$ cat config.mk
export PLATFORM = sky130hd
export DESIGN_NAME = alu_arbiter_flat
export DESIGN_NICKNAME = d
export VERILOG_FILES = /design/src/rtl/alu_arbiter_if.sv /design/src/rtl/alu_arbiter.sv /design/src/flat_wrapper.sv
export SDC_FILE = /design/constraint.sdc
export NUM_CORES = 1
export LEC_CHECK = 0
export ABC_AREA = 0
export BUFFER_PORTS_ARGS = -buffer_cell sky130_fd_sc_hd__buf_4
export CAP_MARGIN = 0
export CORE_MARGIN = 2
export CORE_UTILIZATION = 47
export CTS_BUF_LIST = sky130_fd_sc_hd__clkbuf_4 sky130_fd_sc_hd__clkbuf_8
export CTS_CLUSTER_SIZE = 20
export DETAILED_ROUTE_END_ITERATION = 10
export MAX_ROUTING_LAYER = met4
export PLACE_DENSITY = 0.82
export SYNTH_ARGS = -nofsm -noshare
export SYNTH_HDL_FRONTEND = slang
export SYNTH_SLANG_ARGS = --single-unit
export TNS_END_PERCENT = 5
$ cat constraint.sdc
create_clock -name clk -period 2.1 [get_ports clk]
set_input_delay 0.315 -clock clk [delete_from_list [all_inputs] [get_ports clk]]
set_output_delay 0.315 -clock clk [all_outputs]
set_load 0.1 [all_outputs]
$ cat src/rtl/alu_arbiter_if.sv
// alu_arbiter_if: requester, ALU and response signals of the shared-ALU arbiter.
interface alu_arbiter_if #(parameter int WIDTH = 8, parameter int CNT_W = 16);
    logic             req0_valid, req1_valid;
    logic             req0_ready, req1_ready;
    logic [WIDTH-1:0] req0_a, req0_b, req1_a, req1_b;
    logic [2:0]       req0_code, req1_code;
    logic [WIDTH-1:0] alu_a, alu_b, alu_out;
    logic [2:0]       alu_code;
    logic             alu_carry, alu_zero;
    logic             rsp_valid, rsp_ready, rsp_id;
    logic [WIDTH-1:0] rsp_result;
    logic             rsp_carry, rsp_zero;
    logic [CNT_W-1:0] ops_done;
    modport slave (
        input  req0_valid, req1_valid, req0_a, req0_b, req1_a, req1_b, req0_code, req1_code,
        input  alu_out, alu_carry, alu_zero, rsp_ready,
        output req0_ready, req1_ready, alu_a, alu_b, alu_code,
        output rsp_valid, rsp_id, rsp_result, rsp_carry, rsp_zero, ops_done
    );
    modport master (
        output req0_valid, req1_valid, req0_a, req0_b, req1_a, req1_b, req0_code, req1_code,
        output alu_out, alu_carry, alu_zero, rsp_ready,
        input  req0_ready, req1_ready, alu_a, alu_b, alu_code,
        input  rsp_valid, rsp_id, rsp_result, rsp_carry, rsp_zero, ops_done
    );
endinterface

$ cat src/rtl/alu_arbiter.sv
// alu_arbiter: round-robin two-port sequencer for the shared ALU (IDLE -> EXEC -> RESP).
// ALU_ARB_FLAGS_EN builds the carry/zero response registers; otherwise both flags read 0.
module alu_arbiter #(
    parameter int WIDTH = 8,
    parameter int CNT_W = 16
) (
    input logic         clk,
    input logic         reset,
    alu_arbiter_if.slave bus
);
    typedef enum logic [1:0] {IDLE, EXEC, RESP} state_t;
    state_t           r_state;
    logic             r_last, r_id, r_valid;
    logic [WIDTH-1:0] r_a, r_b, r_result;
    logic [2:0]       r_code;
    logic [CNT_W-1:0] r_ops;
    logic             w_idle, w_gnt0, w_gnt1;
    // On a tie the requester that did not win last time is granted.
    assign w_idle = (r_state == IDLE) && !reset;
    assign w_gnt0 = w_idle && bus.req0_valid && (!bus.req1_valid || r_last);
    assign w_gnt1 = w_idle && bus.req1_valid && (!bus.req0_valid || !r_last);
    assign bus.req0_ready = w_gnt0;
    assign bus.req1_ready = w_gnt1;
    assign bus.alu_a      = r_a;
    assign bus.alu_b      = r_b;
    assign bus.alu_code   = r_code;
    assign bus.rsp_valid  = r_valid;
    assign bus.rsp_id     = r_id;
    assign bus.rsp_result = r_result;
    assign bus.ops_done   = r_ops;
    always_ff @(posedge clk) begin
        if (reset) begin
            r_state  <= IDLE;
            r_last   <= 1'b1;
            r_id     <= 1'b0;
            r_valid  <= 1'b0;
            r_a      <= '0;
            r_b      <= '0;
            r_code   <= '0;
            r_result <= '0;
            r_ops    <= '0;
        end else begin
            case (r_state)
                IDLE: if (w_gnt0 || w_gnt1) begin
                    r_a     <= w_gnt1 ? bus.req1_a : bus.req0_a;
                    r_b     <= w_gnt1 ? bus.req1_b : bus.req0_b;
                    r_code  <= w_gnt1 ? bus.req1_code : bus.req0_code;
                    r_id    <= w_gnt1;
                    r_last  <= w_gnt1;
                    r_state <= EXEC;
                end
                EXEC: begin
                    r_result <= bus.alu_out;
                    r_valid  <= 1'b1;
                    r_state  <= RESP;
                end
                RESP: if (bus.rsp_ready) begin
                    r_valid <= 1'b0;
                    r_ops   <= r_ops + 1'b1;
                    r_state <= IDLE;
                end
                default: r_state <= IDLE;
            endcase
        end
    end
`ifdef ALU_ARB_FLAGS_EN
    logic r_carry, r_zero;
    always_ff @(posedge clk) begin
        if (reset) begin
            r_carry <= 1'b0;
            r_zero  <= 1'b0;
        end else if (r_state == EXEC) begin
            r_carry <= bus.alu_carry;
            r_zero  <= bus.alu_zero;
        end
    end
    assign bus.rsp_carry = r_carry;
    assign bus.rsp_zero  = r_zero;
`else
    logic w_unused;
    assign w_unused      = &{1'b0, bus.alu_carry, bus.alu_zero};
    assign bus.rsp_carry = 1'b0;
    assign bus.rsp_zero  = 1'b0;
`endif
endmodule

$ cat src/flat_wrapper.sv
// flat-port wrapper written by rule: the top's interface ports become plain ports
module alu_arbiter_flat 
#(
    parameter int WIDTH = 8,
    parameter int CNT_W = 16
)
  (clk, reset, bus_req0_valid, bus_req1_valid, bus_req0_a, bus_req0_b, bus_req1_a, bus_req1_b, bus_req0_code, bus_req1_code, bus_alu_out, bus_alu_carry, bus_alu_zero, bus_rsp_ready, bus_req0_ready, bus_req1_ready, bus_alu_a, bus_alu_b, bus_alu_code, bus_rsp_valid, bus_rsp_id, bus_rsp_result, bus_rsp_carry, bus_rsp_zero, bus_ops_done);
  alu_arbiter_if #(.WIDTH(WIDTH), .CNT_W(CNT_W)) bus_i ();
  input logic clk;
  input logic reset;
  input wire logic [$bits(bus_i.req0_valid)-1:0] bus_req0_valid;
  input wire logic [$bits(bus_i.req1_valid)-1:0] bus_req1_valid;
  input wire logic [$bits(bus_i.req0_a)-1:0] bus_req0_a;
  input wire logic [$bits(bus_i.req0_b)-1:0] bus_req0_b;
  input wire logic [$bits(bus_i.req1_a)-1:0] bus_req1_a;
  input wire logic [$bits(bus_i.req1_b)-1:0] bus_req1_b;
  input wire logic [$bits(bus_i.req0_code)-1:0] bus_req0_code;
  input wire logic [$bits(bus_i.req1_code)-1:0] bus_req1_code;
  input wire logic [$bits(bus_i.alu_out)-1:0] bus_alu_out;
  input wire logic [$bits(bus_i.alu_carry)-1:0] bus_alu_carry;
  input wire logic [$bits(bus_i.alu_zero)-1:0] bus_alu_zero;
  input wire logic [$bits(bus_i.rsp_ready)-1:0] bus_rsp_ready;
  output wire logic [$bits(bus_i.req0_ready)-1:0] bus_req0_ready;
  output wire logic [$bits(bus_i.req1_ready)-1:0] bus_req1_ready;
  output wire logic [$bits(bus_i.alu_a)-1:0] bus_alu_a;
  output wire logic [$bits(bus_i.alu_b)-1:0] bus_alu_b;
  output wire logic [$bits(bus_i.alu_code)-1:0] bus_alu_code;
  output wire logic [$bits(bus_i.rsp_valid)-1:0] bus_rsp_valid;
  output wire logic [$bits(bus_i.rsp_id)-1:0] bus_rsp_id;
  output wire logic [$bits(bus_i.rsp_result)-1:0] bus_rsp_result;
  output wire logic [$bits(bus_i.rsp_carry)-1:0] bus_rsp_carry;
  output wire logic [$bits(bus_i.rsp_zero)-1:0] bus_rsp_zero;
  output wire logic [$bits(bus_i.ops_done)-1:0] bus_ops_done;
  assign bus_i.req0_valid = bus_req0_valid;
  assign bus_i.req1_valid = bus_req1_valid;
  assign bus_i.req0_a = bus_req0_a;
  assign bus_i.req0_b = bus_req0_b;
  assign bus_i.req1_a = bus_req1_a;
  assign bus_i.req1_b = bus_req1_b;
  assign bus_i.req0_code = bus_req0_code;
  assign bus_i.req1_code = bus_req1_code;
  assign bus_i.alu_out = bus_alu_out;
  assign bus_i.alu_carry = bus_alu_carry;
  assign bus_i.alu_zero = bus_alu_zero;
  assign bus_i.rsp_ready = bus_rsp_ready;
  assign bus_req0_ready = bus_i.req0_ready;
  assign bus_req1_ready = bus_i.req1_ready;
  assign bus_alu_a = bus_i.alu_a;
  assign bus_alu_b = bus_i.alu_b;
  assign bus_alu_code = bus_i.alu_code;
  assign bus_rsp_valid = bus_i.rsp_valid;
  assign bus_rsp_id = bus_i.rsp_id;
  assign bus_rsp_result = bus_i.rsp_result;
  assign bus_rsp_carry = bus_i.rsp_carry;
  assign bus_rsp_zero = bus_i.rsp_zero;
  assign bus_ops_done = bus_i.ops_done;
  alu_arbiter #(.WIDTH(WIDTH), .CNT_W(CNT_W)) u_core (.clk(clk), .reset(reset), .bus(bus_i));
endmodule
==> impl_metrics.json <==
{
  "wl_met2_mm": 2.589,
  "worst_pin_slew_ns": 0.6134,
  "cts_hold_buffers": 0,
  "yosysSeqAreaShare": 0.4726,
  "synth_fa_ha_area_frac": 0.006154,
  "viasPerCell": 5.349,
  "drive_above_1_share": 0.3567,
  "grt_pass1_vias": 2011,
  "clkLatencyLatePin_ns": 0.30,
  "ir_drop_mv": 0.4993,
  "synth-simple-area-share": 0.2892,
  "start_util": 0.4976,
  "dieArea_mm2": 0.004868,
  "path_class": "flip-flop to output pin",
  "pre_cts_ws_ns": 0.4070,
  "async_reset_ff_frac": 0,
  "ant_nets": 0,
  "num_vias": 2097,
  "clk_path_buf_depth": 2,
  "holdWs_ns": 0.2535,
  "synthXorXnorAreaFrac": 0.04308,
  "path_max_fanout": 7,
  "setup_viol": 0,
  "root_buffer": "clkbuf_8",
  "met3_length_um": 395,
  "hp-class": "input port to flip-flop",
  "syn2layout_area_growth_pct": 45.54,
  "clkSinkCount": 48,
  "postLayoutCellArea_mm2": 0.002959,
  "outcome": "finished, final reports clean",
  "synth_top_family_by_area": "simple AND/OR/NAND/NOR gates",
  "num-nets-final": 395,
  "num_antenna_cells": 0,
  "finalHoldViolations": 0,
  "timing.final.ws_setup_ns": 0.2169,
  "ys_seq_elements": 48,
  "finalSetupTns_ns": 0,
  "reg2reg_setup_slack_ns": 0.38,
  "synthTopCellsByCount": "61 x nand2_1, 48 x dfxtp_1, 30 x nor2_1",
  "max_clock_freq_ghz": 0.5310,
  "grt_overflow": 0,
  "gp_congestion": 0.7775,
  "slew_viol_final": 0,
  "synth_mux_area_frac": 0,
  "synth_warnings": 0,
  "syn_avg_cell_area_um2": 8.165,
  "synth_top_area_frac": 0.4726,
  "cp.arrival_ns": 1.57,
  "netlist_top_cells_area": "dfxtp_1 47%, nand2_1 11%, a311oi_1 8.2%, nor2_1 5.5%, a21oi_1 3.9%",
  "die_h_um": 69.77,
  "dp_hpwl_mm": 3.724,
  "grt_usage": 0.2206,
  "wl_met1_mm": 2.125,
  "dpl_cell_area_mm2": 0.002796,
  "portBuffers": 97,
  "rsz0062_at_grt": "no",
  "nFillCells": 331,
  "crit_required_ns": 1.78,
  "firstDrtPassIters": 4,
  "drc": 0,
  "endpoint_kind": "output pin",
  "synth_cell_type_count": 35,
  "synth.most_common_cell": "nand2_1",
  "post_cts_buffers": 0,
  "total_leakage_power_nw": 1.288,
  "wire_per_inst_um": 13.24,
  "antenna_found_initial": 0,
  "synth_compound_area_frac": 0.1428,
  "startpoint_type": "flip-flop",
  "clk_pin_slew_ns": 0.09,
  "core_area_mm2": 0.004086,
  "syn_inst": 249,
  "synth-edff-count": 0,
  "grt_max_degree": 48,
  "syn_area_mm2": 0.002033,
  "htreeDepth": 2,
  "finalClockSkew_ns": 0.003165,
  "cts_buffers": 5,
  "max-cap-violations": 0,
  "rows": 23,
  "cts_tree": "yes",
  "drt-total-wl_mm": 5.190,
  "grt_first_pass_wirelength_mm": 8.569,
  "post_cts_resized": 0,
  "routed.top_layer": "met4",
  "die_x_um": 69.77,
  "p_per_area_mw_per_mm2": 898.1,
  "drt_first_iter_violations": 83,
  "min_period_over_period": 0.8967,
  "io_pins": 102,
  "synth_ff_type": "dfxtp_1",
  "yosys.area.top_type": "dfxtp_1",
  "period_needed_ns": 1.883,
  "relSlewSlack": 0.5902
}
## cells by family (layout without fill, tap and decap cells)
| group | Yosys count | after routing |
|---|---|---|
| fa+ha+maj | 1 | 1 |
| simple gates | 126 | 126 |
| other cells | 1 | 2 |
| compound gates | 42 | 42 |
| flops | 48 | 48 |
| buf+inv | 21 | 113 |
| xor+xnor | 10 | 10 |
## power breakdown
group          switching, mW  internal [mW]  leakage, nW  total [mW]
combinational          0.555          0.188        0.815       0.743
clock                  0.313          0.595       0.0784       0.908
sequential            0.0376          0.969        0.395        1.01
total                  0.906           1.75         1.29        2.66
## worst max-delay path, stage by stage, from the launching register on
cell and delay (ns):
dfxtp_1 0.38, nor3_1 0.29, nand3_1 0.14, inv_1 0.19, buf_6 0.26
## metal layers
layer,vias to the layer above,global-route usage
li1,1035,-
met1,968,0.2534
met2,86,0.3725
met3,8,0.05233
met4,0,0.08333
met5,-,-
## flip-flops by register name, summed over array words and instances (netlist names)
name,count
u_core.bus.alu_a,8
u_core.bus.rsp_id,1
u_core.bus.rsp_valid,1
u_core.bus.alu_b,8
u_core.bus.ops_done,16
u_core.r_state,2
u_core.r_last,1
u_core.bus.alu_code,3
u_core.bus.rsp_result,8
## layout make-up
type                            count  area, um2  share of cell area
Multi-Input combinational cell    181      985.9              0.3332
Sequential cell                    48      970.9              0.3281
Timing Repair Buffer              102      769.5              0.2600
Clock inverter                      3      90.09             0.03044
Clock buffer                        5      68.82             0.02326
Tap cell                           50      62.56             0.02114
Inverter                            3      11.26            0.003805
## final timing paths
check                                         startpoint                        to  cells past startpoint
worst max-delay path                   u_core.r_state[1]            bus_req0_ready                      4
worst min-delay path                      bus_alu_out[7]  u_core.bus.rsp_result[7]                      3
worst max register to register         u_core.r_state[1]   u_core.bus.ops_done[13]                      4
worst min register to register  u_core.bus.rsp_result[5]  u_core.bus.rsp_result[5]                      2
## placed cells by master, fill, tap and decap left out, types with 5 or more instances in the layout
master / instances
xnor2_1: 6
nor2_1: 30
nand3_1: 9
a21oi_1: 16
dfxtp_1: 40
buf_4: 101
nand2_1: 61
dfxtp_2: 8
a311oi_1: 19
clkbuf_8: 5
## stage by stage
stage / power [mW] / instances / utilization
after floorplan: 1.576 / 250 / -
after global placement: 1.763 / 384 / 0.6843
after detailed placement: 1.771 / 384 / 0.6843
after CTS: 2.673 / 392 / 0.7232
after global routing: 2.743 / 392 / 0.7241
final: 2.658 / 392 / 0.7241
No activity file was read; power rests on OpenSTA's default activity.
